### src/rtl/bcd_conv_pkg.sv
// Shared constants and FSM state type for the arbitrated binary-to-BCD converter.
package bcd_conv_pkg;

    localparam int BIN_W        = 16;
    localparam int BCD_DIGITS   = 4;
    localparam int BCD_W        = 16;
    localparam int SHIFT_CYCLES = 16;
    localparam int CNT_W        = $clog2(SHIFT_CYCLES);

    localparam logic [BIN_W-1:0] MAX_DEC = 16'd9999;
    localparam logic [BCD_W-1:0] SAT_BCD = 16'h9999;

    typedef enum logic [1:0] {
        IDLE,
        CONV,
        RESP
    } conv_state_t;

endpackage

### src/rtl/bcd_dd_engine.sv
// Serial double-dabble engine: one add-3/shift step per cycle over SHIFT_CYCLES cycles.
module bcd_dd_engine
    import bcd_conv_pkg::*;
(
    input  logic             clk_i,
    input  logic             rst_ni,
    input  logic             start_i,
    input  logic [BIN_W-1:0] bin_i,
    output logic             busy_o,
    output logic             done_o,
    output logic [BCD_W-1:0] bcd_o
);

    logic [BCD_W+BIN_W-1:0] scratch_q;
    logic [BCD_W+BIN_W-1:0] adjusted;
    logic [BCD_W+BIN_W-1:0] shifted;
    logic [CNT_W-1:0]       cnt_q;
    logic                   run_q;
    logic                   last_step;

    // Digits are corrected independently; a 4-bit add never carries into the next digit.
    always_comb begin
        adjusted = scratch_q;
        for (int d = 0; d < BCD_DIGITS; d++) begin
            if (scratch_q[BIN_W + 4*d +: 4] >= 4'd5) begin
                adjusted[BIN_W + 4*d +: 4] = scratch_q[BIN_W + 4*d +: 4] + 4'd3;
            end
        end
        shifted = adjusted << 1;
    end

    assign last_step = (cnt_q == CNT_W'(SHIFT_CYCLES - 1));
    assign busy_o    = run_q;
    assign done_o    = run_q && last_step;
    assign bcd_o     = shifted[BCD_W+BIN_W-1:BIN_W];

    always_ff @(posedge clk_i or negedge rst_ni) begin
        if (!rst_ni) begin
            scratch_q <= '0;
            cnt_q     <= '0;
            run_q     <= 1'b0;
        end else if (start_i) begin
            scratch_q <= {{BCD_W{1'b0}}, bin_i};
            cnt_q     <= '0;
            run_q     <= 1'b1;
        end else if (run_q) begin
            scratch_q <= shifted;
            cnt_q     <= cnt_q + 1'b1;
            if (last_step) begin
                run_q <= 1'b0;
            end
        end
    end

endmodule

### src/rtl/bcd_conv_arbiter.sv
// Round-robin arbiter sharing one double-dabble engine among NUM_REQ requesters,
// with a held, ID-tagged response register and saturation above 9999.
module bcd_conv_arbiter
    import bcd_conv_pkg::*;
#(
    parameter int NUM_REQ = 4,
    localparam int ID_W   = (NUM_REQ > 1) ? $clog2(NUM_REQ) : 1
) (
    input  logic                     clk_i,
    input  logic                     rst_ni,
    input  logic [NUM_REQ-1:0]       req_valid_i,
    input  logic [NUM_REQ*BIN_W-1:0] req_bin_i,
    output logic [NUM_REQ-1:0]       req_ready_o,
    output logic                     rsp_valid_o,
    input  logic                     rsp_ready_i,
    output logic [BCD_W-1:0]         rsp_bcd_o,
    output logic [ID_W-1:0]          rsp_id_o,
    output logic                     rsp_ovf_o,
    output logic                     busy_o
);

    conv_state_t      state_q, state_d;
    logic [ID_W-1:0]  last_grant_q, last_grant_d;
    logic [ID_W-1:0]  id_q, id_d;
    logic [BCD_W-1:0] rsp_bcd_q, rsp_bcd_d;
    logic             rsp_ovf_q, rsp_ovf_d;

    logic [BIN_W-1:0]   bin_arr [NUM_REQ];
    logic [NUM_REQ-1:0] grant;
    logic [ID_W-1:0]    winner;
    logic [ID_W-1:0]    idx;
    logic               found;
    logic [BIN_W-1:0]   sel_bin;

    logic             eng_start;
    logic             eng_busy;
    logic             eng_done;
    logic [BCD_W-1:0] eng_bcd;

    // Search starts just after the last winner so every requester gets a turn.
    always_comb begin
        grant  = '0;
        winner = '0;
        found  = 1'b0;
        idx    = '0;
        for (int k = 1; k <= NUM_REQ; k++) begin
            idx = ID_W'((int'(last_grant_q) + k) % NUM_REQ);
            if (!found && req_valid_i[idx]) begin
                found       = 1'b1;
                grant[idx]  = 1'b1;
                winner      = idx;
            end
        end
    end

    always_comb begin
        for (int i = 0; i < NUM_REQ; i++) begin
            bin_arr[i] = req_bin_i[BIN_W*i +: BIN_W];
        end
        sel_bin = bin_arr[winner];
    end

    always_comb begin
        state_d      = state_q;
        last_grant_d = last_grant_q;
        id_d         = id_q;
        rsp_bcd_d    = rsp_bcd_q;
        rsp_ovf_d    = rsp_ovf_q;
        eng_start    = 1'b0;
        req_ready_o  = '0;
        case (state_q)
            IDLE: begin
                // Grant is suppressed while reset is held so nothing looks accepted.
                req_ready_o = grant & {NUM_REQ{rst_ni}};
                if (found) begin
                    last_grant_d = winner;
                    id_d         = winner;
                    if (sel_bin > MAX_DEC) begin
                        rsp_bcd_d = SAT_BCD;
                        rsp_ovf_d = 1'b1;
                        state_d   = RESP;
                    end else begin
                        eng_start = 1'b1;
                        state_d   = CONV;
                    end
                end
            end
            CONV: begin
                if (eng_done) begin
                    rsp_bcd_d = eng_bcd;
                    rsp_ovf_d = 1'b0;
                    state_d   = RESP;
                end else if (!eng_busy) begin
                    state_d = IDLE;
                end
            end
            RESP: begin
                if (rsp_ready_i) begin
                    state_d = IDLE;
                end
            end
            default: state_d = IDLE;
        endcase
    end

    always_ff @(posedge clk_i or negedge rst_ni) begin
        if (!rst_ni) begin
            state_q      <= IDLE;
            last_grant_q <= ID_W'(NUM_REQ - 1);
            id_q         <= '0;
            rsp_bcd_q    <= '0;
            rsp_ovf_q    <= 1'b0;
        end else begin
            state_q      <= state_d;
            last_grant_q <= last_grant_d;
            id_q         <= id_d;
            rsp_bcd_q    <= rsp_bcd_d;
            rsp_ovf_q    <= rsp_ovf_d;
        end
    end

    bcd_dd_engine u_engine (
        .clk_i   (clk_i),
        .rst_ni  (rst_ni),
        .start_i (eng_start),
        .bin_i   (sel_bin),
        .busy_o  (eng_busy),
        .done_o  (eng_done),
        .bcd_o   (eng_bcd)
    );

    assign rsp_valid_o = (state_q == RESP);
    assign busy_o      = (state_q != IDLE);
    assign rsp_bcd_o   = rsp_bcd_q;
    assign rsp_id_o    = id_q;
    assign rsp_ovf_o   = rsp_ovf_q;

endmodule

### config.mk
export PLATFORM = sky130hd
export DESIGN_NAME = bcd_conv_arbiter
export DESIGN_NICKNAME = d
export VERILOG_FILES = /design/src/rtl/bcd_conv_pkg.sv /design/src/rtl/bcd_dd_engine.sv /design/src/rtl/bcd_conv_arbiter.sv
export SDC_FILE = /design/constraint.sdc
export NUM_CORES = 1
export LEC_CHECK = 0
export ABC_AREA = 1
export CORE_ASPECT_RATIO = 0.7
export CORE_MARGIN = 1.5
export CORE_UTILIZATION = 47
export DETAILED_ROUTE_END_ITERATION = 6
export PLACE_DENSITY = 0.78
export SKIP_LAST_GASP = 1
export SLEW_MARGIN = 15
export SYNTH_ARGS = -nofsm -noshare
export SYNTH_HDL_FRONTEND = slang
export SYNTH_SLANG_ARGS = --single-unit
### constraint.sdc
create_clock -name clk_i -period 3.22 [get_ports clk_i]
set_input_delay 0.483 -clock clk_i [delete_from_list [all_inputs] [get_ports clk_i]]
set_output_delay 0.483 -clock clk_i [all_outputs]
set_load 0.01 [all_outputs]
After elaboration in Yosys (flattened, before gate mapping)
Index checks and enable logic that the tools add are counted.

word-level totals
  logic and storage cells = 122
  output and inout bits = 25
  input port bits = 71
  register bits = 60

cells by class
  reductions and logical operators = 18
  mux-type cells = 60
  $lt $le $gt $ge = 14
  add/subtract/negate cells = 9
  bitwise logic cells = 5
  equality and inequality tests = 8

operator list
  operator              number
  $mux 16               5
  $mux 32               2
  $mux 4                10
  $bmux 16 s2           1
  $pmux 16 s2           1
  $mux 1                21
  $mux 2                9
  $ge 4x3->1 const B    4
  $gt 16x14->1 const B  1
  $add 4x2->4 const B   3
  $lt 2x3->1 const B    4
  $or 4x4->4            3
  $bmux 1 s2            4
  $demux 1 s2           4
  $ge 2x1->1 const B    4
  $logic_and 1x1->1     8
  $ne 2x2->1 const B    3
  $pmux 2 s3            1
  $reduce_bool 2->1     3
  $add 2x1->2 const B   2
  $add 2x2->2 const B   2
  $add 4x1->4 const B   1
  $and 4x4->4           1
  $eq 4x4->1 const B    1
  14 further kinds      16

Logic depth before layout (Yosys ltp)
Gate-level depths: netlist of run 1.

  depth in word-level cells = 22
  mapped depth = 24
  gate-level depth less buffers = 20

Cells and area by module
From an unflattened synthesis of run 1, not the netlist that was laid out.

unflattened totals
  cell total of the unflattened synthesis = 638
  area total of the unflattened synthesis = 4451.8 sq um

modules (own cells, without submodules)
  module            cells each  area an instance (sq um)  sequential area each (sq um)  instances
  bcd_conv_arbiter  367         2306.0                    578.1                         1
  bcd_dd_engine     271         2145.8                    925.9                         1

Least setup slack after synthesis of run 1
OpenSTA, ideal clock, no wires.

  path kind = register -> register
  start point = reg last_grant_q[0]
  end point = reg rsp_bcd_q[3] (netlist: rsp_bcd_o[3])
  arrival time = 3.042 ns
  data required time = 3.103 ns
  setup time = 0.117 ns
  path slack = 0.061 ns
  cell stages (with the launch flop) = 24
  buffers on the path = 4
  period minus slack after synthesis = 3.159 ns
  cells stage by stage = dfstp_2 > buf_6 > inv_2 > buf_6 > ha_1 > inv_1 > nand2_1 > nand2_4 > inv_4 > nand3_4 > inv_4 > nand2_4 > buf_2 > nand3b_1 > nand3_1 > nand2_1 > nand2_1 > nor2_2 > nand3_4 > nand3_4 > nand2_4 > buf_6 > nand2_1 > nand2_1

on the way
  word-level cells in the longest chain between the ends = 20
  elaborated cells between the ends (all ways) = 34
  those cells by class = add/sub: 4; order compare: 1; eq/ne: 2; mux: 19; bitwise: 1; reduce/logical: 7

RTL lines
  item                                         RTL line                 text
  start, declared                              bcd_conv_arbiter.sv:23   logic [ID_W-1:0] last_grant_q, last_grant_d;
  start signal, assigned                       bcd_conv_arbiter.sv:109  last_grant_q <= ID_W'(NUM_REQ - 1);
  start signal, assigned                       bcd_conv_arbiter.sv:115  last_grant_q <= last_grant_d;
  $add 2x1->2                                  bcd_conv_arbiter.sv:47   idx = ID_W'((int'(last_grant_q) + k) % NUM_REQ);
  $bmux 1 s2                                   bcd_conv_arbiter.sv:48   if (!found && req_valid_i[idx]) begin
  $mux 1 (not written as such)                 bcd_conv_arbiter.sv:48
  $mux 1                                       bcd_conv_arbiter.sv:48
  $logic_not 1->1                              bcd_conv_arbiter.sv:48
  $logic_and 1x1->1                            bcd_conv_arbiter.sv:48
  $mux 1                                       bcd_conv_arbiter.sv:48
  $logic_not 1->1                              bcd_conv_arbiter.sv:48
  [3 not listed]                               --
  $logic_and 1x1->1                            bcd_conv_arbiter.sv:48
  $mux 2                                       bcd_conv_arbiter.sv:48
  $not 2->3 (not written as such)              bcd_conv_arbiter.sv:60   sel_bin = bin_arr[winner];
  $bmux 16 s2                                  bcd_conv_arbiter.sv:60
  $mux 16 (not written as such) (2 in series)  bcd_conv_arbiter.sv:60
  $gt 16x14->1                                 bcd_conv_arbiter.sv:78   if (sel_bin > MAX_DEC) begin
  $ne 2x2->1 (no line)                         --
  $reduce_and 4->1 (no line) *                 --
  end signal, assigned                         bcd_conv_arbiter.sv:117  rsp_bcd_q <= rsp_bcd_d;
  end, declared                                bcd_conv_arbiter.sv:25   logic [BCD_W-1:0] rsp_bcd_q, rsp_bcd_d;

Mark *: on every way between the ends. The rest lies on a longest branch, timed or not. The select of a mux whose other input is x is not followed.
A chain may end at the register's enable or synchronous reset.

Final worst setup path of run 1
  start point = reg last_grant_q[1]
  end point = reg u_engine.scratch_q[7]

on the way
  word-level cells in the longest chain between the ends = 22
  elaborated cells between the ends (all ways) = 36
  those cells by class = add/sub: 4; order compare: 1; mux: 23; bitwise: 1; reduce/logical: 7

RTL lines
  item                                          RTL line                text
  $add 2x1->2                                   bcd_conv_arbiter.sv:47
  $bmux 1 s2                                    bcd_conv_arbiter.sv:48
  $mux 1 (not written as such)                  bcd_conv_arbiter.sv:48
  $mux 1                                        bcd_conv_arbiter.sv:48
  $logic_not 1->1                               bcd_conv_arbiter.sv:48
  $logic_and 1x1->1                             bcd_conv_arbiter.sv:48
  $mux 1                                        bcd_conv_arbiter.sv:48
  $logic_not 1->1                               bcd_conv_arbiter.sv:48
  [5 not listed]                                --
  $not 2->3 (not written as such)               bcd_conv_arbiter.sv:60
  $bmux 16 s2                                   bcd_conv_arbiter.sv:60
  $mux 16 (not written as such) (2 in series)   bcd_conv_arbiter.sv:60
  $gt 16x14->1                                  bcd_conv_arbiter.sv:78
  $mux 1                                        bcd_conv_arbiter.sv:78
  $mux 1                                        bcd_conv_arbiter.sv:75  if (found) begin
  $mux 1                                        bcd_conv_arbiter.sv:71  case (state_q)
  $mux 32 or $reduce_bool 2->1 (tied branches)  --
  end signal, assigned                          bcd_dd_engine.sv:43     scratch_q <= {{BCD_W{1'b0}}, bin_i};
  end signal, assigned                          bcd_dd_engine.sv:47     scratch_q <= shifted;
  end, declared                                 bcd_dd_engine.sv:14     logic [BCD_W+BIN_W-1:0] scratch_q;

Several ways; a longest one is shown, not always the timed one. The select of a mux whose other input is x is not followed.

==> reports/metrics.csv, run 1 <==
stage;metric;value;unit
setup_path;critical path class;register to register;
yosys;Netlist Area Pre-Place;4500;um^2
yosys;sequential area share after synthesis;33.4;%
timing;fmax;328;MHz
timing;hold_ws;0.340;ns
yosys;Cells after Synth;662;
floorplan;row cnt;29;
clock_network;hold-fix buffers at CTS;0;
yosys;top cell type's share of synthesized area;32.2;%
setup_path;most used cell, CP;nand2_1;
global_route;grt total ovfl;0;
floorplan;Die Height;84.9;um
place;DP HPWL;8.74;mm
finish;Area Growth Syn to Fin;34.2;%
detailed_routing;Via-to-Cell Ratio;5.11;
yosys;most instantiated cells after synthesis;nand2_1, inv_1, nand3_1;
detailed_routing;post-route ant nets;0;
detailed_routing;wire per inst;13.2;um
clock_network;clk sink count;60;
setup_path;critical path data required time;3.44;ns
detailed_routing;drt total wl;11.8;mm
detailed_routing;Starting DRT DRC Count;348;
yosys;top-count cell post-synth;nand2_1;
timing;Fin Setup TNS;0;ns
clock_network;Root Buffer;clkbuf_16;
global_route;initial antenna violation count;0;
finish;Final Cell Area;6040;um^2
global_route;gr usage total;23.9;%
worst_hold_path;Hold Path Class;primary input to async pin;
place;placed cell areas;5630;um^2
yosys;Post-synth EDFFs;0;
setup_path;CP max stage cell;dfstp_2;
yosys;Synth warnings;0;
place;Placer Congestion;0.859;
global_route;largest net degree at the start of global routing;61;
setup_path;Crit. End Element;register;
setup_path;Crit Reg-Reg Startpoint;last_grant_q[1]$_DFFE_PN1P_;
setup_path;CP startpoint kind;register;
detailed_routing;# DRC;0;
floorplan;Core Region;9180;um^2
setup_path;cell breakdown of the critical path;inv_1, ha_4, inv_1, nand2_2, nand2_4, inv_4, nand3_4, inv_4, nand2_4, buf_12, nand3b_1, nand3_1, nand2_1, nand2_1, nor2_2, nand3_4, nand3_4, buf_12, nand2_1, nand2_1, nand2_1;
floorplan;# IOs;96;
yosys;Synth area leader;dfrtp_1;
global_route;global-route wire length before repair;19.9;mm
place;port bufs;95;
timing;Least-Margin Pin Slew;0.744;ns
setup_path;endpoint of the worst-slack reg-to-reg timing path;u_engine.scratch_q[7]$_DFFE_PN0P_;
finish;Post-Layout Cell Count;893;
setup_path;critical path arrival;3.26;ns
timing;clock skew;0.00534;ns
detailed_routing;routed via count;4559;
detailed_routing;Pre-antenna DRT Iters;5;
yosys;Syn Area/Cell;6.80;um^2
run_status;status;completed;
timing;Slew HR;50.4;%
finish;antenna cells;0;
clock_network;Inserted Clock Buffers;9;
timing;count of final setup violators;0;
yosys;prevailing post-synth register cell;dfrtp_1;
timing;Final Cycle Share;94.6;%
clock_network;htree depth;3;
run;Max Cap Viol;0;
floorplan;Initial Util;49.1;%
timing;fin. max-slew vios;0;
finish;fin nets;852;
clock_network;clk_lat worst skew;0.33;ns
setup_path;Crit path largest cell delay;0.53;ns
yosys;syn_nets;750;
yosys;Yosys cell types;38;
clock_network;clk buf depth;2;
timing;minimum clock period;3.05;ns
setup_path;CP max FO;25;
yosys;synth top area cells;dfrtp_1, nand2_1, nand3_1, inv_1, ha_1;
yosys;number of synthesized register bits;60;
global_route;vias in the first global route;4424;
setup_path;R2R depth;21;
floorplan;Die X;120;um
yosys;Async S/R FF share, synth;100;%
timing;hold violation total from the final report;0;
finish;layout cells sized above 1;10.3;%
clock_network;clk slew on worst S/H paths;0.05;ns
floorplan;Die ar.;10200;um^2
clock_network;CTS tree;yes;
place;dpl cells;875;
setup_path;FF-to-FF setup slack;0.17;ns
-- cell usage in the layout (no fill, tap or decap), drive strengths merged --
cell type,count
clkinv,3
o31ai,1
o21ai,40
o22a,3
nand4,15
nor2,23
o211ai,1
nand2,241
dfrtp,58
a21oi,13
a22oi,1
a21boi,1
or2,7
nor3,2
a31oi,1
nand3b,12
nand3,86
dlymetal6s2s,4
xor2,7
buf,25
ha,17
dfstp,2
clkbuf,11
inv,98
bufinv,3
clkdlybuf4s50,90
o22ai,4
-- cell type report --
type / count / area (um^2)
Sequential cell: 60 / 1500
Clock inverter: 5 / 100
Fill cell: 800 / 3140
Multi-Input combinational cell: 475 / 2480
Tap cell: 124 / 155
Clock buffer: 11 / 233
Timing Repair Buffer: 119 / 1200
Inverter: 99 / 377
-- critical path: cells and delay by family (launching register included) --
family	cells	cell delay [ns]
simple gates	14	1.41
buf+inv	6	0.67
flops	1	0.53
fa+ha+maj	1	0.30
-- worst max-delay path by stage --
stage / endpoint / cells after the start / slack, ns / from
6_report: u_engine.scratch_q[7]$_DFFE_PN0P_ / 21 / 0.17 / last_grant_q[1]$_DFFE_PN1P_
5_1_grt: u_engine.scratch_q[7]$_DFFE_PN0P_ / 21 / -0.009 / last_grant_q[1]$_DFFE_PN1P_
4_1_cts: req_ready_o[1] / 14 / 0.05 / last_grant_q[1]$_DFFE_PN1P_
3_5_place_dp: u_engine.scratch_q[1]$_DFFE_PN0P_ / 18 / -0.16 / req_valid_i[1]
3_3_place_gp: u_engine.scratch_q[13]$_DFFE_PN0P_ / 18 / 0.06 / req_valid_i[3]
2_1_floorplan: rsp_bcd_o[3]$_DFFE_PN0P_ / 23 / 0.06 / last_grant_q[0]$_DFFE_PN1P_
-- registers in the layout, summed over array words and instances, names as in the netlist --
register            cells
rsp_id_o                2
u_engine.busy_o         1
rsp_bcd_o              16
last_grant_q            2
u_engine.cnt_q          4
state_q                 2
rsp_ovf_o               1
u_engine.scratch_q     32
-- logic make-up (layout without fill, tap and decap cells) --
group                    after synthesis  count (layout)  share of synthesized area (%)
AND/OR/NAND/NOR                      386             386                           39.6
XOR/XNOR                               7               7                           1.36
buffers and inverters                127             234                           12.2
flip-flops                            60              60                           33.4
AO/OA/AOI/OAI                         65              65                           8.72
adder cells (fa/ha/maj)               17              17                           4.72
-- per-stage QoR --
step           util, %  setup slack, ns
6_report          65.8            0.174
5_1_grt           65.8         -0.00923
4_1_cts           65.2           0.0484
3_5_place_dp      61.4           -0.156
3_3_place_gp      61.4           0.0609
2_1_floorplan        -           0.0610
-- layer usage --
layer	part of all wire [%]	track usage, %	vias to the layer above
met5	0	0	-
met3	4.8	5.44	21
met1	45	31.2	2115
li1	-	-	2296
met2	49	40.5	127
met4	1.3	5.84	0
-- timing repair --
item / in CTS / in global routing
setup endpoints to repair: 55 / 51
resized for setup: 4 / 8
buffers inserted: 0 / 2
pin swaps: 0 / 3
Power of run 1 is left out: the tool's default activity adds up to more than one toggle a clock period on the data nets, which glitch-free logic cannot reach.
==> inputs of run 2 (changes only) <==
Settings changed: CAP_MARGIN from default to 15.
==> results of run 2 <==
Same layout as run 1: the final DEF is identical, and so are final timing and power.
Power of run 2 is left out for the same reason.
==> inputs of run 3 (changes only) <==
Settings changed: SLEW_MARGIN 15 to 20.
==> results of run 3 <==
Same layout as run 1: the final DEF is identical, and so are final timing and power.
Power of run 3 is left out for the same reason.
